<file path="config.mk">
export PLATFORM = sky130hd
export DESIGN_NAME = alu
export DESIGN_NICKNAME = d
export VERILOG_FILES = /design/src/rtl/y86_pkg.sv /design/src/rtl/add_sub_64.sv /design/src/rtl/alu.sv
export SDC_FILE = /design/constraint.sdc
export NUM_CORES = 1
export LEC_CHECK = 0
export BUFFER_PORTS_ARGS = -buffer_cell sky130_fd_sc_hd__buf_2
export CORE_MARGIN = 2
export CORE_UTILIZATION = 61
export DETAILED_ROUTE_END_ITERATION = 7
export PLACE_DENSITY = 0.88
export SYNTH_ARGS = -nofsm -noshare
export SYNTH_HDL_FRONTEND = slang
export SYNTH_SLANG_ARGS = --single-unit
export TNS_END_PERCENT = 100
</file>
<file path="constraint.sdc">
create_clock -name clock -period 12.9 [get_ports clock]
set_input_delay 1.29 -clock clock [delete_from_list [all_inputs] [get_ports clock]]
set_output_delay 1.29 -clock clock [all_outputs]
set_load 0.005 [all_outputs]
</file>
<file path="src/rtl/y86_pkg.sv">
// Shared Y86-64 execute-stage constants.
// ALU op encodings and condition-code bit positions.
package y86_pkg;
  localparam int WORD_W = 64;

  localparam logic [1:0] ALU_ADD = 2'b00;
  localparam logic [1:0] ALU_SUB = 2'b01;
  localparam logic [1:0] ALU_AND = 2'b10;
  localparam logic [1:0] ALU_XOR = 2'b11;

  localparam int CC_ZF = 2;
  localparam int CC_SF = 1;
  localparam int CC_OF = 0;
endpackage

</file>
<file path="src/rtl/add_sub_64.sv">
// 64-bit adder with optional B inversion and carry-in.
// Subtract is a + ~b + 1 on the same chain.
module add_sub_64
  import y86_pkg::*;
(
  input  logic [WORD_W-1:0] a,
  input  logic [WORD_W-1:0] b,
  input  logic              inv_b,
  input  logic              cin,
  output logic [WORD_W-1:0] sum,
  output logic              cout
);
  logic [WORD_W-1:0] w_b;
  logic [WORD_W:0]   w_full;

  assign w_b    = b ^ {WORD_W{inv_b}};
  assign w_full = {1'b0, a} + {1'b0, w_b}
                + {{WORD_W{1'b0}}, cin};
  assign sum    = w_full[WORD_W-1:0];
  assign cout   = w_full[WORD_W];
endmodule

</file>
<file path="src/rtl/alu.sv">
// Y86-64 execute ALU: add/sub/and/xor with ZF/SF/OF.
// Result and flags are registered (one cycle latency).
module alu
  import y86_pkg::*;
(
  input  logic              clock,
  input  logic              reset,
  input  logic [WORD_W-1:0] A,
  input  logic [WORD_W-1:0] B,
  input  logic [1:0]        ctrl,
  output logic [WORD_W-1:0] result,
  output logic [2:0]        cond
);
  logic [WORD_W-1:0] w_sum;
  logic              w_cout;
  logic              w_sub;
  logic [WORD_W-1:0] w_r;
  logic              w_of;
  logic [2:0]        w_cc;
  logic [WORD_W-1:0] r_result;
  logic [2:0]        r_cond;

  assign w_sub = (ctrl == ALU_SUB);

  add_sub_64 u_add (
    .a     (A),
    .b     (B),
    .inv_b (w_sub),
    .cin   (w_sub),
    .sum   (w_sum),
    .cout  (w_cout)
  );

  always_comb begin
    w_r  = w_sum;
    w_of = 1'b0;
    unique case (ctrl)
      ALU_ADD: begin
        w_r  = w_sum;
        w_of = (A[63] == B[63]) && (w_sum[63] != A[63]);
      end
      ALU_SUB: begin
        w_r  = w_sum;
        w_of = (A[63] != B[63]) && (w_sum[63] != A[63]);
      end
      ALU_AND: w_r = A & B;
      ALU_XOR: w_r = A ^ B;
      default: w_r = w_sum;
    endcase
  end

  always_comb begin
    w_cc        = 3'b000;
    w_cc[CC_ZF] = (w_r == '0);
    w_cc[CC_SF] = w_r[63];
    w_cc[CC_OF] = w_of;
  end

  always_ff @(posedge clock) begin
    if (reset) begin
      r_result <= '0;
      r_cond   <= 3'b000;
    end else begin
      r_result <= w_r;
      r_cond   <= w_cc;
    end
  end

  assign result = r_result;
  assign cond   = r_cond;

  logic w_unused;
  assign w_unused = w_cout;
endmodule

</file>
==> flow_metrics.tcl <==
set metrics [dict create \
    cts_buffer_depth 2 \
    report.final.slew_viol_count 0 \
    die_y_um 125 \
    mappedNetlistNets 1442 \
    layout-drive-gt1-share_pct 19.0 \
    min_period_ns 7.11 \
    initial_core_util_pct 61.9 \
    use_met1_pct 53.3 \
    wl_per_cell_um 20.6 \
    grt_pass1_vias 9255 \
    critPathMaxFanout 41 \
    firstDrtPassIters 6 \
    status "finished, final reports clean" \
    syn2layout_area_growth_pct 14.1 \
    cp.depth 19 \
    cp.arrival_ns 7.37 \
    max_stage_delay_ns 0.64 \
    die_x_um 125 \
    final_common_cell "buf_2" \
    fin_crit_sh_pct 55.1 \
    ant_nets 0 \
    ys_async_sr_fraction_pct 0 \
    drtIter0Drc 1258 \
    cpMostUsedCell "a211oi_1" \
    synth-seq-cells 66 \
    fin_ws_ns 5.79 \
    grtUsageMet2_pct 61.6 \
    place_worst_setup_slack_ns 5.64 \
    cp-end-kind "flip-flop" \
    hold_slack_ns 1.36 \
    clock-root-buffer "clkbuf_16" \
    placedCellCount 1491 \
    crit_start "ctrl[1]" \
    synth_flop_cell "dfxtp_1" \
    finalWirelength_mm 31.0 \
    critical_path_required_ns 13.16 \
    critPathTopFamily "compound AO/OA/AOI/OAI gates" \
    fillCellCount 1205 \
    drc 0 \
    row_count 44 \
    dieArea_um2 15600 \
    num_io_pins 199 \
    antenna_found_initial 0 \
    setup_tns_ns 0 \
    worst-path-buf-inv 4 \
    hold_violations 0 \
    tritoncts "yes" \
    relSlewSlack_pct 43.4 \
    max_freq_mhz 141 \
    core_um2 14400 \
    peakVddDrop_mv 0.0747 \
    rsz0062_at_grt "no" \
    final_util_pct 70.6 \
    cp-endpoint "cond[2]" \
    cts.repair.resized 0 \
    busiest_layer "met2" \
    vias 9873 \
    multi_input_area_um2 7220 \
    hp-start "A[0]" \
    post_cts_buffers 0 \
    synth_area_um2 8930 \
    cap_viol_max_count 0 \
    power_leakage_nw 4.61 \
    yosys_warnings 0 \
    grt.total_usage_pct 38.7 \
    seqCellArea_um2 1320 \
    power_density_nw_per_um2 105 \
    cts_sinks 66 \
    grt_pass1_wl_mm 48.9 \
    cts_hold_buf 0 \
    antennaDiodeCount 0 \
    hp-class "in2reg" \
    htreeDepth 3 \
    setup_viol 0 \
    io_buffer_count 198 \
    avgViaCountPerCell 6.55 \
    critPathKind "in2reg" \
    final_cell_mix "buf_2, ha_1, nor2_1" \
    crit_chain "buf_2, clkinv_1, nand2_4, buf_4, xnor2_1, inv_1, fa_1, nand2b_1, a211oi_1, o2111ai_1, a31oi_1, o211ai_1, a211oi_1, nor3_1, a211oi_1, nand4_1, nor4b_1, nand4b_1, nor4_2" \
    synth-seq-area-share_pct 14.8 \
    num-nets-final 1578 \
    clk_pin_slew_ns 0.06 \
    grt_util_met3_pct 6.33 \
    dp_hpwl_mm 24.6 \
    grt_max_degree 67 \
    gp_congestion 1.02 \
    synthCells 1182 \
    synth_cell_types 81 \
    cp_slowest_cell "buf_2" \
    cts_buffers 9 \
    synth_edf_count 0 \
    synth.avg_cell_area_um2 7.56 \
    layout.cells.non_filler 1507 \
    overflow 0 \
    worstMarginPinSlew_ns 0.849 \
    start_kind "input port" \
]
-- how the worst min path moves through the flow --
stage | end | cells after the start
after floorplan | result[0] | 3
after global placement | result[52] | 1
after detailed placement | result[11] | 1
after CTS | result[0] | 4
after global routing | result[0] | 4
final | result[0] | 4
-- Yosys cell counts, types with 5 or more instances --
cell type,count,area [um2]
and2_1,18,113
o21ai_0,81,405
and3_1,5,31.3
nor2b_1,7,43.8
nor2_1,118,443
a21oi_1,109,546
a211oi_1,24,180
ha_1,127,1590
buf_1,9,33.8
mux2_2,12,135
or4_1,5,37.5
dfxtp_1,66,1320
xor2_1,21,184
clkbuf_1,58,218
o21bai_1,7,52.6
inv_1,21,78.8
o31ai_1,5,37.5
nand4_1,35,219
or3_1,6,37.5
nand2b_1,5,31.3
xnor2_1,90,788
mux2i_1,53,531
buf_2,9,45.0
nand3_1,17,85.1
nor4_1,10,62.6
nor3_1,33,165
o21a_1,12,90.1
nand2_1,96,360
a21boi_0,5,37.5
a21o_1,16,120
o211ai_1,15,113
-- power by group --
part	total (mW)	switching, mW	internal (mW)
Sequential	0.238	0.00774	0.230
Combinational	0.570	0.351	0.220
Clock	0.265	0.109	0.155
Total	1.07	0.468	0.605
-- logic make-up (layout without fill, tap and decap cells) --
family,Yosys count,count (layout),synth area share (%)
AO/OA/AOI/OAI,335,335,24.0
XOR/XNOR,111,111,10.9
adder cells (fa/ha/maj),128,128,18.0
buffers and inverters,100,241,4.46
flip-flops,66,66,14.8
multiplexers,65,65,7.45
AND/OR/NAND/NOR,377,377,20.4
-- registers in the layout, indices dropped and copies added (netlist names) --
register  flops
cond          3
result       63
-- layer usage --
layer,wire [um],part of all wire [%]
met5,0,0
met3,3090,10
met4,993,3.2
met1,13400,43
met2,13600,44
-- cell type report --
class	count	share of cell area (%)
multi-input combinational	1016	70.8
sequential	66	13.0
timing repair buffer	203	10.1
clock buffer	10	2.35
tap	184	2.26
inverter	22	0.810
clock inverter	6	0.651
-- through the flow --
step | area [um2] | power, mW
after floorplan | 8930 | 0.618
after global placement | 9880 | 0.787
after detailed placement | 9880 | 0.790
after CTS | 10200 | 1.05
after global routing | 10200 | 1.13
final | 10200 | 1.07
(Power assumes the default switching activity.)
